[config.mk]
export PLATFORM = sky130hd
export DESIGN_NAME = uart_tx_ctrl_flat
export DESIGN_NICKNAME = d
export VERILOG_FILES = /design/src/rtl/lib_uart_pkg.sv /design/src/rtl/uart_tx_ctrl_if.sv /design/src/rtl/uart_tx_ctrl_sync_fifo.sv /design/src/rtl/uart_tx_ctrl.sv /design/src/flat_wrapper.sv
export SDC_FILE = /design/constraint.sdc
export NUM_CORES = 1
export LEC_CHECK = 0
export ABC_AREA = 1
export CELL_PAD_IN_SITES_DETAIL_PLACEMENT = 1
export CELL_PAD_IN_SITES_GLOBAL_PLACEMENT = 1
export CORE_MARGIN = 1.5
export CORE_UTILIZATION = 35
export CTS_BUF_LIST = sky130_fd_sc_hd__clkbuf_16
export DETAILED_ROUTE_END_ITERATION = 6
export PLACE_DENSITY = 0.71
export REMOVE_ABC_BUFFERS = 1
export SLEW_MARGIN = 20
export SYNTH_ARGS = -nofsm -noshare
export SYNTH_HDL_FRONTEND = slang
export SYNTH_SLANG_ARGS = --single-unit
[constraint.sdc]
create_clock -name clk -period 2.4 [get_ports clk]
set_input_delay 0.48 -clock clk [delete_from_list [all_inputs] [get_ports clk]]
set_output_delay 0.48 -clock clk [all_outputs]
set_load 0.03 [all_outputs]
[src/rtl/lib_uart_pkg.sv]
// Shared UART definitions for the transmit and receive paths.
package lib_uart;

  typedef enum logic [1:0] {
    IDLE,
    START,
    DATA,
    STOP
  } UART_TX_STATE;

  localparam int unsigned UART_FRAME_BITS = 10;
  localparam int unsigned UART_CLKS_PER_BIT = 104;

endpackage

[src/rtl/uart_tx_ctrl_if.sv]
// CPU serial-write handshake: execute stage offers bytes, responder reports busy.
interface uart_tx_ctrl_if;
  logic       w_req;
  logic [7:0] w_data;
  logic       w_busy;

  modport master (output w_req, output w_data, input  w_busy);
  modport slave  (input  w_req, input  w_data, output w_busy);
endinterface

[src/rtl/uart_tx_ctrl_sync_fifo.sv]
// Single-clock FIFO; a push while full is dropped even if a pop frees a slot that cycle.
module sync_fifo #(
  parameter int unsigned WIDTH = 8,
  parameter int unsigned DEPTH = 4
) (
  input  logic                   clk,
  input  logic                   rst,
  input  logic                   push_i,
  input  logic                   pop_i,
  input  logic [WIDTH-1:0]       wdata_i,
  output logic [WIDTH-1:0]       rdata_o,
  output logic [$clog2(DEPTH):0] count_o,
  output logic                   full_o,
  output logic                   empty_o
);

  localparam int unsigned AW = $clog2(DEPTH);

  logic [WIDTH-1:0] mem_q [DEPTH];
  logic [AW-1:0]    wptr_q, rptr_q;
  logic [AW:0]      count_q;
  logic             do_push, do_pop;

  assign full_o  = (count_q == (AW+1)'(DEPTH));
  assign empty_o = (count_q == '0);
  assign count_o = count_q;
  assign rdata_o = mem_q[rptr_q];
  assign do_push = push_i && !full_o;
  assign do_pop  = pop_i && !empty_o;

  always_ff @(posedge clk) begin
    if (do_push) begin
      mem_q[wptr_q] <= wdata_i;
    end
  end

  always_ff @(posedge clk) begin
    if (rst) begin
      wptr_q  <= '0;
      rptr_q  <= '0;
      count_q <= '0;
    end else begin
      if (do_push) wptr_q <= wptr_q + AW'(1);
      if (do_pop)  rptr_q <= rptr_q + AW'(1);
      count_q <= count_q + (AW+1)'(do_push) - (AW+1)'(do_pop);
    end
  end

endmodule

[src/rtl/uart_tx_ctrl.sv]
// UART 8N1 transmitter fed by the CPU write handshake through a small FIFO.
module uart_tx_ctrl
  import lib_uart::*;
#(
  parameter int unsigned CLKS_PER_BIT = UART_CLKS_PER_BIT,
  parameter int unsigned FIFO_DEPTH   = 4
) (
  input  logic           clk,
  input  logic           rst,
  uart_tx_ctrl_if.slave  wr,
  output logic           uart_tx,
  output logic           tx_active
);

  localparam int unsigned CW = $clog2(CLKS_PER_BIT);
  localparam logic [CW-1:0] CNT_MAX = CW'(CLKS_PER_BIT - 1);

  UART_TX_STATE                 state_q;
  logic [CW-1:0]                cnt_q;
  logic [2:0]                   bit_q;
  logic [7:0]                   shift_q;
  logic                         tx_q;
  logic                         bit_end;
  logic                         pop;
  logic                         empty;
  logic [7:0]                   head;
  logic [$clog2(FIFO_DEPTH):0]  count;

  sync_fifo #(
    .WIDTH (8),
    .DEPTH (FIFO_DEPTH)
  ) u_fifo (
    .clk     (clk),
    .rst     (rst),
    .push_i  (wr.w_req),
    .pop_i   (pop),
    .wdata_i (wr.w_data),
    .rdata_o (head),
    .count_o (count),
    .full_o  (wr.w_busy),
    .empty_o (empty)
  );

  assign bit_end   = (cnt_q == CNT_MAX);
  // Pop decision uses the registered count, so a push never races its own pop.
  assign pop       = !empty && ((state_q == IDLE) || (state_q == STOP && bit_end));
  assign uart_tx   = tx_q;
  assign tx_active = (state_q != IDLE) || (count != '0);

  always_ff @(posedge clk) begin
    if (rst) begin
      state_q <= IDLE;
      cnt_q   <= '0;
      bit_q   <= '0;
      shift_q <= '0;
      tx_q    <= 1'b1;
    end else begin
      if (state_q != IDLE) begin
        cnt_q <= bit_end ? '0 : cnt_q + CW'(1);
      end
      case (state_q)
        IDLE: begin
          tx_q  <= 1'b1;
          cnt_q <= '0;
          if (!empty) begin
            shift_q <= head;
            state_q <= START;
            tx_q    <= 1'b0;
          end
        end
        START: begin
          if (bit_end) begin
            state_q <= DATA;
            bit_q   <= '0;
            tx_q    <= shift_q[0];
          end
        end
        DATA: begin
          if (bit_end) begin
            if (bit_q != 3'd7) begin
              shift_q <= shift_q >> 1;
              bit_q   <= bit_q + 3'd1;
              tx_q    <= shift_q[1];
            end else begin
              state_q <= STOP;
              tx_q    <= 1'b1;
            end
          end
        end
        STOP: begin
          if (bit_end) begin
            if (!empty) begin
              shift_q <= head;
              state_q <= START;
              tx_q    <= 1'b0;
            end else begin
              state_q <= IDLE;
            end
          end
        end
      endcase
    end
  end

endmodule

[src/flat_wrapper.sv]
// flat-port wrapper written by rule: the top's interface ports become plain ports
module uart_tx_ctrl_flat import lib_uart::*;
#(
  parameter int unsigned CLKS_PER_BIT = UART_CLKS_PER_BIT,
  parameter int unsigned FIFO_DEPTH   = 4
)
  (clk, rst, uart_tx, tx_active, wr_w_req, wr_w_data, wr_w_busy);
  uart_tx_ctrl_if wr_i ();
  input  logic clk;
  input  logic rst;
  output logic uart_tx;
  output logic tx_active;
  input wire logic [$bits(wr_i.w_req)-1:0] wr_w_req;
  input wire logic [$bits(wr_i.w_data)-1:0] wr_w_data;
  output wire logic [$bits(wr_i.w_busy)-1:0] wr_w_busy;
  assign wr_i.w_req = wr_w_req;
  assign wr_i.w_data = wr_w_data;
  assign wr_w_busy = wr_i.w_busy;
  uart_tx_ctrl #(.CLKS_PER_BIT(CLKS_PER_BIT), .FIFO_DEPTH(FIFO_DEPTH)) u_core (.clk(clk), .rst(rst), .wr(wr_i), .uart_tx(uart_tx), .tx_active(tx_active));
endmodule
* Word-level counts from Yosys, hierarchy flattened
Memory sizes are Yosys's and may differ from the RTL's. A register that Yosys moved wholly into a read port is not among the register bits.
Cells that the tools add are included.
W data, S select, Z words.
** Cells by class
- Reduce and logical (&&, ||, !) cells :: 19
- Multiplexer cells :: 28
- Equality and inequality tests :: 13
- $add $sub $neg :: 6
** Operators by type and width (number)
- $mux W8 :: 4
- $pmux W8 S3 :: 1
- $mux W2 :: 7
- $reduce_and A4 Y1 :: 3
- $mux W1 :: 9
- $mux W3 :: 3
- $ne A2 B1 Y1 const B :: 4
- $pmux W2 S4 :: 1
- $add A7 B1 Y7 const B :: 1
- $eq A7 B7 Y1 const B :: 1
- $mux W7 :: 1
- $ne A2 B2 Y1 const B :: 3
- $pmux W3 S2 :: 1
- $reduce_bool A3 Y1 :: 2
- $reduce_and A5 Y1 :: 1
- $add A2 B1 Y2 const B :: 2
- $eq A2 B2 Y1 const B :: 2
- $logic_and A1 B1 Y1 :: 4
- $pmux W1 S4 :: 1
- $reduce_bool A2 Y1 :: 2
- $add A3 B1 Y3 :: 1
- $add A3 B1 Y3 const B :: 1
- $eq A3 B3 Y1 const B :: 1
- $logic_not A3 Y1 :: 1
- 7 further kinds :: 9
** Word-level totals
- Bits in writable memories :: 32
- Logic and storage cells :: 75
- Bits of input ports :: 11
- Flip-flop bits (word level) :: 28
- Memories kept :: 1
** Memories
- u_core.u_fifo.mem_q :: words 4, bits a word 8, rd ports 1, clocked after memory_dff 1, wr ports 1, RTL line uart_tx_ctrl_sync_fifo.sv:19 : logic [WIDTH-1:0] mem_q [DEPTH];

* Logic depth before layout (Yosys ltp)
Gate-level depths: netlist of the first run.
- Word-level depth :: 7
- Gate-level depth with buffers :: 13

* By module
From an unflattened synthesis of the first run, not the netlist that was laid out.
** Second synthesis, totals
- Cell total of the unflattened synthesis :: 319
- Area total of the unflattened synthesis :: 2904.0 sq um
** Modules (own cells, without submodules)
- sync_fifo :: sequential area each 1141.1 sq um, cells each 145, area an instance 1679.1 sq um, instances 1
- uart_tx_ctrl :: sequential area each 420.4 sq um, cells each 174, area an instance 1224.9 sq um, instances 1

* Worst setup path before layout of the first run
Ideal clock, no wire load.
- Path type :: register to register
- Start point :: reg u_core.cnt_q[0]
- End point :: reg u_core.u_fifo.count_q[1], in the netlist u_core.u_fifo.count_o[1]
- Buffers on the path :: 0
- Data arrival time :: 1.972 ns
- Stages on the path, launching flop included :: 14
- Required time :: 2.274 ns
- Slack :: 0.302 ns
- Library setup time :: 0.126 ns
- Clock period less this slack :: 2.098 ns
- Cell sequence :: dfxtp_1 > ha_1 > nand2_2 > nor2_4 > nand2_4 > o21ai_2 > inv_1 > nor2_1 > ha_1 > inv_1 > ha_1 > fa_1 > inv_1 > nor2_1
** On the way
- Longest elaborated chain between the ends :: 6
** RTL lines
- from (decl) :: RTL line uart_tx_ctrl.sv:19 : logic [CW-1:0] cnt_q;
- from (signal assigned) :: RTL line uart_tx_ctrl.sv:59 : cnt_q <= bit_end ? '0 : cnt_q + CW'(1);
- $eq A7 B7 Y1 :: RTL line uart_tx_ctrl.sv:44 : assign bit_end = (cnt_q == CNT_MAX);
- $logic_and A1 B1 Y1 :: RTL line uart_tx_ctrl.sv:46 : assign pop = !empty && ((state_q == IDLE) || (state_q == STOP && bit_end));
- $logic_or A1 B1 Y1 :: RTL line uart_tx_ctrl.sv:46
- $logic_and A1 B1 Y1 :: RTL line uart_tx_ctrl.sv:46
- $logic_and A1 B1 Y1 :: RTL line uart_tx_ctrl_sync_fifo.sv:29 : assign do_pop = pop_i && !empty_o;
- via u_core.u_fifo.do_pop :: RTL line uart_tx_ctrl_sync_fifo.sv:22 : logic do_push, do_pop;
- $sub A3 B1 Y3 :: RTL line uart_tx_ctrl_sync_fifo.sv:45 : count_q <= count_q + (AW+1)'(do_push) - (AW+1)'(do_pop);
- to (signal assigned) :: RTL line uart_tx_ctrl_sync_fifo.sv:45
- to (decl) :: RTL line uart_tx_ctrl_sync_fifo.sv:21 : logic [AW:0] count_q;
The timed path passes the listed nets, and every way through them passes these cells.
A chain may end at the register's enable or synchronous reset.

* Worst setup path in the final report of the first run
- Start point :: reg u_core.cnt_q[0]
- End point :: reg u_core.u_fifo.count_q[2], in the netlist u_core.u_fifo.count_o[2]
The elaborated chain is that of the path after synthesis.

==> flow_summary.yaml, run 1 <==
critical_path:
  critPathArrivalTime_ns: 2.45
  cp.required_ns: 2.62
  path_max_fanout: 7
  worst_r2r_endpoint: "u_core.u_fifo.count_o[2]$_SDFF_PP0_"
  crit-reg2reg-launch: "u_core.cnt_q[0]$_SDFFE_PP0P_"
  critPathKind: "register to register"
  ff2ff_setup_slack_ns: 0.17
  critical_path.endpoint_type: "register"
  reg2reg_depth: 13
  crit_path_start_kind: "register"
detailed_routing:
  vias: 2187
  drtIter0Drc: 74
  avgViaCountPerCell: 4.49
  drt-total-wl_um: 6190
  drc: 0
  firstDrtPassIters: 4
  dr_wl_met2_um: 3030
  ant_nets: 0
  wl_per_cell_um: 12.7
  highest_layer: "met4"
  met3_length_um: 119
  met1_length_um: 2920
worst_hold_path:
  worst_hold_startpoint: "u_core.cnt_q[0]$_SDFFE_PP0P_"
  hold_path_depth: 1
  hold_end: "u_core.cnt_q[0]$_SDFFE_PP0P_"
  min_path_type: "register to register"
floorplan:
  rows: 33
  die-area_um2: 8970
  core_um2: 8180
  io_pins: 14
  die_y_um: 94.7
  start_util_pct: 36.0
  die_x_um: 94.7
synthesis:
  ys_ff_latch: 62
  yosysUniqueCellTypes: 29
  ys_top_cells_by_area: "edfxtp_1 (33%), dfxtp_1 (20%), nand2_1 (12%)"
  ys_warn_count: 0
  synth-compound-area-share_pct: 6.08
  avgSynthCellArea_um2: 8.36
  synthAdderAreaFrac_pct: 6.63
  yosysTopAreaCellShare_pct: 32.7
  synthMuxAreaShare_pct: 0
  synth_top_family_by_area: "simple AND/OR/NAND/NOR gates"
  syn_area_um2: 2940
  yosys.area.top_type: "edfxtp_1"
  netlist_instances: 352
  ys_seq_area_share_pct: 53.1
  synth_simple_gate_area_share_pct: 23.7
  synth-xor-area-share_pct: 0.893
placed_design:
  globalplace.congestion: 0.772
  port_buffers: 13
  post-dp-hpwl_um: 4410
cts:
  cts.sinks: 62
  cts_tree: "yes"
  cts_setup_buffers: 0
  clk_path_buf_depth: 2
  numCtsBuffers: 9
  htreeDepth: 3
  clk_pin_slew_ns: 0.05
  cts-root-buf: "clkbuf_16"
  cts_resized: 0
  postCtsHoldBufs: 0
  clock_latency_ns: 0.33
global_route:
  grt_max_degree: 16
  grtUsageTotal_pct: 15.8
  grt_pass1_wl_um: 10500
  overflow: 0
  grt_pass1_vias: 2299
  grt_antenna_before_repair: 0
sta:
  maxSlewHeadroom_pct: 70.4
  maxSlewViolCount: 0
  fin_crit_sh_pct: 93.0
  finClkSkew_ns: 0.00672
  min_period_ns: 2.23
  hold_ws_ns: 0.451
  rsz0062_at_grt: "yes"
  worst_pin_slew_ns: 0.443
  max_freq_mhz: 448
  setup_tns_ns: 0
  setup_viol: 0
  hold_viol: 0
run_status:
  status: "complete, no violations"
layout:
  finish.net_count: 403
  utilization_pct: 44.1
  drive_above_1_share_pct: 9.69
  final_cell_mix: "nand2_1 (95), inv_1 (59), nor2_1 (45)"
  layout_commonest_cell: "nand2_1"
  antenna_cells: 0
  syn_to_final_growth_pct: 22.6
  fill_cells: 959
run:
  max_cap_viol_count: 0
pwr:
  p_leak_uw: 0.00165
  vdd_drop_max_uv: 511
  power_density_nw_per_um2: 1240
## cells in the mapped netlist
cell      instances
nand2_1          95
inv_1            59
nor2_1           45
edfxtp_1         32
dfxtp_1          30
nand3_1          19
a21oi_1          16
ha_1             14
o21ai_0          12
buf_2             5
inv_2             3
nand2_2           3
clkbuf_1          2
xor2_1            2
a211oi_1          1
buf_4             1
buf_6             1
fa_1              1
nand2_4           1
nand3_4           1
nor2_4            1
nor3_1            1
o211a_1           1
o21a_1            1
o21ai_1           1
o21ai_2           1
or2_0             1
or2_2             1
xnor2_1           1
## layer usage
layer,global-route usage (%),vias up
met2,27.1,15
met4,7.09,0
met5,0,-
li1,-,1142
met3,4.35,10
met1,18.4,1020
## per-stage QoR
step / instances / total power (uW) / setup slack (ns) / area, um^2
detailed placement: 471 / 2890 / 0.138 / 3230
CTS: 487 / 4520 / 0.0308 / 3600
finish: 487 / 4460 / 0.167 / 3610
floorplan: 343 / 2430 / 0.318 / 2890
global placement: 471 / 2840 / 0.194 / 3230
global route: 487 / 4800 / -0.0418 / 3610
## logic make-up (layout without fill, tap and decap cells)
| group | count (synthesis) | in the layout |
|---|---|---|
| AOI/OAI and AO/OA | 33 | 33 |
| adders and majority gates | 15 | 15 |
| and+or+nand+nor | 168 | 168 |
| xor gates and xnor gates | 3 | 3 |
| DFF | 62 | 62 |
| buffers and inverters | 71 | 101 |
## state kept, by name (all words and copies together) (netlist names), named ones only
name	cells
u_core.u_fifo.count_o	3
u_core.u_fifo.wptr_q	2
u_core.cnt_q	7
u_core.state_q	2
u_core.uart_tx	1
u_core.shift_q	8
u_core.u_fifo.rptr_q	2
u_core.bit_q	3
u_core.u_fifo.mem_q	32
## power breakdown
part	internal, uW	switching [uW]	total, uW
Combinational	512	937	1450
Clock	1120	477	1600
Sequential	1310	101	1410
## layout make-up
cell class	instances	area, um^2	area share (%)
flip-flops and latches	62	1560	43.3
multi-input cells	219	1100	30.6
inverters	62	233	6.45
clock buffers	9	225	6.24
repair buffers	23	208	5.76
clock inverters	7	145	4.02
well taps	105	131	3.64
## worst max-delay path by stage
| stage | start | to | slack, ns | depth (start not counted) |
|---|---|---|---|---|
| global route | u_core.cnt_q[0]$_SDFFE_PP0P_ | u_core.u_fifo.count_o[2]$_SDFF_PP0_ | -0.04 | 13 |
| finish | u_core.cnt_q[0]$_SDFFE_PP0P_ | u_core.u_fifo.count_o[2]$_SDFF_PP0_ | 0.17 | 13 |
| detailed placement | u_core.cnt_q[0]$_SDFFE_PP0P_ | u_core.u_fifo.count_o[2]$_SDFF_PP0_ | 0.14 | 13 |
| global placement | u_core.cnt_q[0]$_SDFFE_PP0P_ | u_core.u_fifo.count_o[1]$_SDFF_PP0_ | 0.19 | 13 |
| floorplan | u_core.cnt_q[0]$_SDFFE_PP0P_ | u_core.u_fifo.count_o[1]$_SDFF_PP0_ | 0.32 | 13 |
| CTS | u_core.state_q[0]$_SDFFE_PP0P_ | tx_active | 0.03 | 4 |
## critical path, cell delays in order (launching register included)
cell and delay, ns:
dfxtp_1 0.35, ha_1 0.19, nand2_2 0.09, nor2_4 0.13, nand2_4 0.09, o21ai_4 0.19
inv_1 0.06, nor2_1 0.09, ha_1 0.12, inv_1 0.04, ha_1 0.18, fa_1 0.37
xor2_1 0.17, nor2_1 0.06
No activity file was read; power rests on OpenSTA's default activity.
==> run 2, diff against run 1 <==
--- a/config.mk
+++ b/config.mk
@@ -6,12 +6,14 @@
 export NUM_CORES = 1
 export LEC_CHECK = 0
 export ABC_AREA = 1
+export CAP_MARGIN = 40
 export CELL_PAD_IN_SITES_DETAIL_PLACEMENT = 1
 export CELL_PAD_IN_SITES_GLOBAL_PLACEMENT = 1
 export CORE_MARGIN = 1.5
 export CORE_UTILIZATION = 35
 export CTS_BUF_LIST = sky130_fd_sc_hd__clkbuf_16
 export DETAILED_ROUTE_END_ITERATION = 6
+export MAX_ROUTING_LAYER = met4
 export PLACE_DENSITY = 0.71
 export REMOVE_ABC_BUFFERS = 1
 export SLEW_MARGIN = 20
==> run 2 against run 1 <==
  * Worst setup slack hardly changed
  * Cell count is the same
  * Global-route usage grew 0.40 points
  * Count of clock-buffer cells in the layout is the same
  * Combinational power about the same
  * Clock skew barely moved
  * Critical path type unchanged
  * Largest power group unchanged
==> flow_summary.yaml, run 2 (synthesized netlist as in run 1, its figures left out) <==
detailed_routing:
  drc: 0
  ant_nets: 0
  firstDrtPassIters: 4
  wl_per_cell_um: 12.7
  avgViaCountPerCell: 4.49
  drt-total-wl_um: 6180
  drtIter0Drc: 70
  vias: 2189
layout:
  layout_commonest_cell: "nand2_1"
  finish.net_count: 403
  drive_above_1_share_pct: 9.69
  final_cell_mix: "nand2_1 (95), inv_1 (59), nor2_1 (45)"
  largest_reg_flops: 32
  syn_to_final_growth_pct: 22.6
  fill_cells: 959
  top_register: "u_core.u_fifo.mem_q"
  top_regs: "u_core.u_fifo.mem_q (32), u_core.shift_q (8), u_core.cnt_q (7)"
  fin_area_um2: 3610
  antenna_cells: 0
sta:
  rsz0062_at_grt: "yes"
  maxSlewViolCount: 0
  setup_tns_ns: 0
  min_period_ns: 2.23
  worst_pin_slew_ns: 0.444
  maxSlewHeadroom_pct: 70.4
  finClkSkew_ns: 0.00654
  hold_viol: 0
  max_freq_mhz: 448
  setup_viol: 0
  fin_crit_sh_pct: 93.0
  hold_ws_ns: 0.451
global_route:
  grt_pass1_vias: 2308
  grt_util_met2_pct: 27.1
  grt_max_degree: 16
  grt_most_used_layer: "met2"
  grt_antenna_before_repair: 0
  overflow: 0
  gr-usage-met3_pct: 4.35
  grt_pass1_wl_um: 10500
  grtUsageMet1_pct: 18.3
  grtUsageTotal_pct: 16.2
cts:
  cts_resized: 0
  clock_latency_ns: 0.33
  cts-root-buf: "clkbuf_16"
  cts_tree: "yes"
  postCtsHoldBufs: 0
  cts.sinks: 62
  clk_pin_slew_ns: 0.05
  numCtsBuffers: 9
  cts_setup_buffers: 0
  htreeDepth: 3
  clk_path_buf_depth: 2
critical_path:
  cp_slowest_cell: "fa_1"
  cp.required_ns: 2.62
  path_max_fanout: 7
  critPathArrivalTime_ns: 2.45
  crit_chain: "ha_1 > nand2_2 > nor2_4 > nand2_4 > o21ai_4 > inv_1 > nor2_1 > ha_1 > inv_1 > ha_1 > fa_1 > xor2_1 > nor2_1"
  crit_top_cell: "ha_1"
  max_stage_delay_ns: 0.37
  critical_path.endpoint_type: "register"
  crit_path_start_kind: "register"
  critPathKind: "register to register"
floorplan:
  core_um2: 8180
  start_util_pct: 36.0
  die_y_um: 94.7
  die_x_um: 94.7
  io_pins: 14
  die-area_um2: 8970
  rows: 33
run_status:
  status: "complete, no violations"
pwr:
  p_leak_uw: 0.00165
  p_total_uw: 4460
  vdd_drop_max_uv: 511
  power_density_nw_per_um2: 1240
placed_design:
  globalplace.congestion: 0.782
  dpl_cell_area_um2: 3230
  post-dp-hpwl_um: 4410
  port_buffers: 13
run:
  max_cap_viol_count: 0
worst_hold_path:
  min_path_type: "register to register"
## run 2: cell type report
cell class | count | area, um^2 | area share (%)
sequential | 62 | 1560 | 43.3
tap | 105 | 131 | 3.64
multi-input combinational | 219 | 1100 | 30.6
timing repair buffer | 23 | 208 | 5.76
clock inverter | 7 | 145 | 4.02
inverter | 62 | 233 | 6.45
clock buffer | 9 | 225 | 6.24
## run 2: per-layer routing
metal	part of all wire, %	vias to the layer above	wire length (um)
li1	-	1141	-
met1	47	1021	2910
met2	49	15	3040
met3	2.0	12	125
met4	1.7	0	107
met5	0	-	0
## run 2: worst max-delay path: cells and delay by family (launching register included)
kind | cells | cell delay [ns]
buf+inv | 2 | 0.10
xor+xnor | 1 | 0.17
flops | 1 | 0.35
compound gates | 1 | 0.19
fa+ha+maj | 4 | 0.86
simple gates | 5 | 0.46
## run 2: report_power, final
part | total [uW] | internal (uW) | switching (uW)
Sequential | 1410 | 1310 | 101
Combinational | 1450 | 512 | 937
Clock | 1600 | 1120 | 478
## run 2: path summary, 6_finish.rpt
path                                     start                                  end  slack (ns)  depth (start not counted)
hold reg to reg   u_core.cnt_q[0]$_SDFFE_PP0P_         u_core.cnt_q[0]$_SDFFE_PP0P_        0.45                          1
setup / recovery  u_core.cnt_q[0]$_SDFFE_PP0P_  u_core.u_fifo.count_o[2]$_SDFF_PP0_        0.17                         13
setup reg to reg  u_core.cnt_q[0]$_SDFFE_PP0P_  u_core.u_fifo.count_o[2]$_SDFF_PP0_        0.17                         13
hold / removal    u_core.cnt_q[0]$_SDFFE_PP0P_         u_core.cnt_q[0]$_SDFFE_PP0P_        0.45                          1
## run 2: stage by stage
stage          instances  utilization (%)  setup slack, ns
4_1_cts              487             44.0           0.0308
3_3_place_gp         471             39.5            0.194
3_5_place_dp         471             39.5            0.138
5_1_grt              487             44.1          -0.0418
6_report             487             44.1            0.167
2_1_floorplan        343                -            0.318
==> run 3, diff against run 2 <==
--- a/config.mk
+++ b/config.mk
@@ -10,11 +10,11 @@
 export CELL_PAD_IN_SITES_DETAIL_PLACEMENT = 1
 export CELL_PAD_IN_SITES_GLOBAL_PLACEMENT = 1
 export CORE_MARGIN = 1.5
-export CORE_UTILIZATION = 35
+export CORE_UTILIZATION = 28
 export CTS_BUF_LIST = sky130_fd_sc_hd__clkbuf_16
 export DETAILED_ROUTE_END_ITERATION = 6
 export MAX_ROUTING_LAYER = met4
-export PLACE_DENSITY = 0.71
+export PLACE_DENSITY = 0.61
 export REMOVE_ABC_BUFFERS = 1
 export SLEW_MARGIN = 20
 export SYNTH_ARGS = -nofsm -noshare
==> run 3 against run 2 <==
  * Total power down 3.8%
  * Via count is 0.18% higher
  * Register-to-register slack gained 0.05 ns
  * First-iteration DRC count is 23% higher
  * Critical path depth decreased by 8
  * Clock skew shrank 0.0025 ns
  * Worst hold slack lost 0.0049 ns
  * Global-route usage down 3.4 points
  * Die area grew 24%
  * Highest routed layer unchanged
==> flow_summary.yaml, run 3 (synthesized netlist as in run 1, its figures left out) <==
run:
  max_cap_viol_count: 0
cts:
  clk_pin_slew_ns: 0.05
  cts_setup_buffers: 0
  postCtsHoldBufs: 0
  htreeDepth: 3
  cts.sinks: 62
  cts_tree: "yes"
  cts_resized: 0
  clk_path_buf_depth: 2
  numCtsBuffers: 9
  clock_latency_ns: 0.32
  cts-root-buf: "clkbuf_16"
sta:
  hold_viol: 0
  hold_ws_ns: 0.447
  worst_pin_slew_ns: 0.476
  fin_crit_sh_pct: 91.5
  min_period_ns: 2.20
  maxSlewHeadroom_pct: 68.2
  max_freq_mhz: 455
  finClkSkew_ns: 0.00403
  rsz0062_at_grt: "no"
  maxSlewViolCount: 0
  setup_tns_ns: 0
  setup_viol: 0
pwr:
  power_density_nw_per_um2: 1190
  pwr-share-clk_pct: 33.4
  p_switching_uw: 1460
  p_sw_share_pct: 34.0
  p_total_uw: 4290
  vdd_drop_max_uv: 390
  p_leak_uw: 0.00165
  pwr-share-comb_pct: 33.9
  seq_power_share_pct: 32.8
  p_int_uw: 2830
detailed_routing:
  firstDrtPassIters: 4
  avgViaCountPerCell: 4.23
  drc: 0
  drtIter0Drc: 86
  wl_per_cell_um: 11.9
  ant_nets: 0
  drt-total-wl_um: 6170
  vias: 2193
floorplan:
  start_util_pct: 28.6
  rows: 37
  core_um2: 10300
  io_pins: 14
  die-area_um2: 11100
  die_x_um: 106
  die_y_um: 106
global_route:
  grtUsageMet1_pct: 14.6
  grt_pass1_wl_um: 10600
  overflow: 0
  grt_util_met2_pct: 21.0
  grt_most_used_layer: "met2"
  grtUsageTotal_pct: 12.8
  grt_max_degree: 16
  grt_antenna_before_repair: 0
  gr-usage-met3_pct: 2.84
  grt_pass1_vias: 2264
layout:
  fill_cells: 1251
  final_cell_mix: "nand2_1 (95), inv_1 (61), nor2_1 (44)"
  finish.net_count: 404
  final_cells: 519
  top_regs: "u_core.u_fifo.mem_q (32), u_core.shift_q (8), u_core.cnt_q (7)"
  layout_commonest_cell: "nand2_1"
  top_register: "u_core.u_fifo.mem_q"
  antenna_cells: 0
  drive_above_1_share_pct: 9.40
  largest_reg_flops: 32
  syn_to_final_growth_pct: 22.7
placed_design:
  post-dp-hpwl_um: 4450
  port_buffers: 13
  placedCellCount: 503
  globalplace.congestion: 0.699
critical_path:
  critical_path.endpoint_type: "primary output"
  crit_path_start_kind: "register"
  path_max_fanout: 3
  cp.required_ns: 1.92
  critPathArrivalTime_ns: 1.72
  critPathKind: "register to primary output"
run_status:
  status: "complete, no violations"
worst_hold_path:
  min_path_type: "register to register"
-- run 3: final cells by class --
class	count	area, um^2	share of cell area (%)
Clock buffer	9	225	6.24
Clock inverter	7	106	2.95
Timing Repair Buffer	24	215	5.96
Tap cell	136	170	4.71
Inverter	62	233	6.44
Multi-Input combinational cell	219	1100	30.5
Sequential cell	62	1560	43.2
-- run 3: power groups by stage --
stage | sequential, uW | combinational (uW) | clock (uW)
2_1_floorplan | 1440 | 994 | 0
3_3_place_gp | 1420 | 1450 | 0
3_5_place_dp | 1420 | 1490 | 0
4_1_cts | 1410 | 1500 | 1470
5_1_grt | 1430 | 1710 | 1510
6_report | 1400 | 1450 | 1430
-- run 3: layer usage --
| metal | up-vias | share of wire, % |
|---|---|---|
| met5 | - | 0 |
| met4 | 0 | 1.9 |
| met3 | 13 | 1.9 |
| met2 | 12 | 49 |
| met1 | 1027 | 47 |
| li1 | 1141 | - |
-- run 3: final timing paths --
path / startpoint / endpoint / slack [ns] / depth (start not counted)
worst max-delay path: u_core.u_fifo.count_o[1]$_SDFF_PP0_ / wr_w_busy / 0.20 / 5
worst min-delay path: u_core.cnt_q[0]$_SDFFE_PP0P_ / u_core.cnt_q[0]$_SDFFE_PP0P_ / 0.45 / 1
worst max register to register: u_core.cnt_q[0]$_SDFFE_PP0P_ / u_core.u_fifo.count_o[1]$_SDFF_PP0_ / 0.22 / 13
worst min register to register: u_core.cnt_q[0]$_SDFFE_PP0P_ / u_core.cnt_q[0]$_SDFFE_PP0P_ / 0.45 / 1
-- run 3: stage by stage --
step           instance area [um^2]  worst slack (ns)  utilization, %
4_1_cts                        3610            0.0189            35.1
2_1_floorplan                  2890             0.318               -
6_report                       3610             0.204            35.1
3_5_place_dp                   3270             0.176            31.9
3_3_place_gp                   3270             0.223            31.9
5_1_grt                        3610            0.0180            35.1
-- run 3: worst max-delay path, stage by stage (launching register included) --
cell and delay [ns]:
dfxtp_1 0.32, nor2_1 0.15, buf_4 0.14, nand2_1 0.07
inv_1 0.06, clkdlybuf4s50_1 0.66
==> variant, RTL diff (settings of run 1) <==
`FIFO_DEPTH` is set to 4 in 2 places; all go to 2.
--- a/src/rtl/uart_tx_ctrl.sv
+++ b/src/rtl/uart_tx_ctrl.sv
@@ -5,3 +5,3 @@
   parameter int unsigned CLKS_PER_BIT = UART_CLKS_PER_BIT,
-  parameter int unsigned FIFO_DEPTH   = 4
+  parameter int unsigned FIFO_DEPTH   = 2
 ) (
--- a/src/flat_wrapper.sv
+++ b/src/flat_wrapper.sv
@@ -4,3 +4,3 @@
   parameter int unsigned CLKS_PER_BIT = UART_CLKS_PER_BIT,
-  parameter int unsigned FIFO_DEPTH   = 4
+  parameter int unsigned FIFO_DEPTH   = 2
 )
Function: changed (Yosys sat finds a counterexample within 4 cycles, from zero or initial values and one cycle with rst high).
==> variant against run 1 <==
Synthesized area is 32% lower; sequential cell count is 20 lower; sequential share of layout area is 0.95 points lower; total power is 38% lower; global-route usage is 0.41 points lower; setup slack better by 0.13 ns; sequential power is 29% lower; maximum frequency is 6.4% higher; non-clock buffer count is 5 lower; routed wire length is 32% lower; cell area is 34% lower; utilization is 1.2 points lower; largest power group is now combinational logic.
==> variant: results (changes against run 1) <==
clock buf count -> 5 (-4)
fillers -> 676 (-30%)
Setup crit end -> u_core.u_fifo.count_o[1]
metal2 WL -> 1.883 mm (-38%)
placed wire-length estimate -> 3.107 mm (-30%)
Max VDD drop -> 0.8236 mV (+61%)
total wire length -> 4.176 mm (-32%)
status -> complete, no violations
GRT Total Usage -> 15.42% (-0.41 points)
clock skew -> 0.003429 ns (-0.003294 ns)
fraction of area in registers -> 42.33% (-0.95 points)
gpl congestion -> 0.7251 (-6.0%)
Multi-In Gates -> 177 (-19%)
H-tree depth -> 2 (-1)
clock-cell share of area -> 6.402% (-3.9 points)
Seq/Total Area, Yosys -> 49.91% (-3.2 points)
nonclk buf count -> 18 (-22%)
placed cell count -> 333 (-29%)
Initial DRC Count -> 59 (-20%)
vias per cell -> 4.648 (+3.5%)
layout cells sized above 1 -> 7.807% (-1.9 points)
clock sinks -> 42 (-32%)
Clk Latency, worst-skew pair -> 0.28 ns (-0.05 ns)
met3 wire length -> 135 um (+13%)
first-pass GRT wire length -> 7.376 mm (-30%)
[variant: changes by cell type in the layout (fill, tap and decap cells not counted), sizes merged, moves of 4 or more]
| cell | change |
|---|---|
| o21ai | -4 |
| inv | -36 |
| dfxtp | -4 |
| buf | -5 |
| nand2 | -35 |
| clkbuf | -4 |
| bufinv | -4 |
| edfxtp | -16 |
[variant: cells by family (layout without fill, tap and decap cells)]
| group | after synthesis | after routing | share of synthesized area [%] |
|---|---|---|---|
| compound gates | 27 | 27 | 7.299 |
| xor+xnor | 2 | 2 | 0.8735 |
| fa+ha+maj | 11 | 11 | 6.862 |
| buf+inv | 29 | 50 | 7.111 |
| flops | 42 | 42 | 49.91 |
| simple gates | 137 | 137 | 27.95 |
[variant: report_power, final]
part           switching (mW)  total [mW]  internal, mW
Sequential             0.0952        1.00         0.909
Combinational           0.680        1.08         0.400
Clock                   0.303       0.700         0.397
Total                    1.08        2.78          1.71
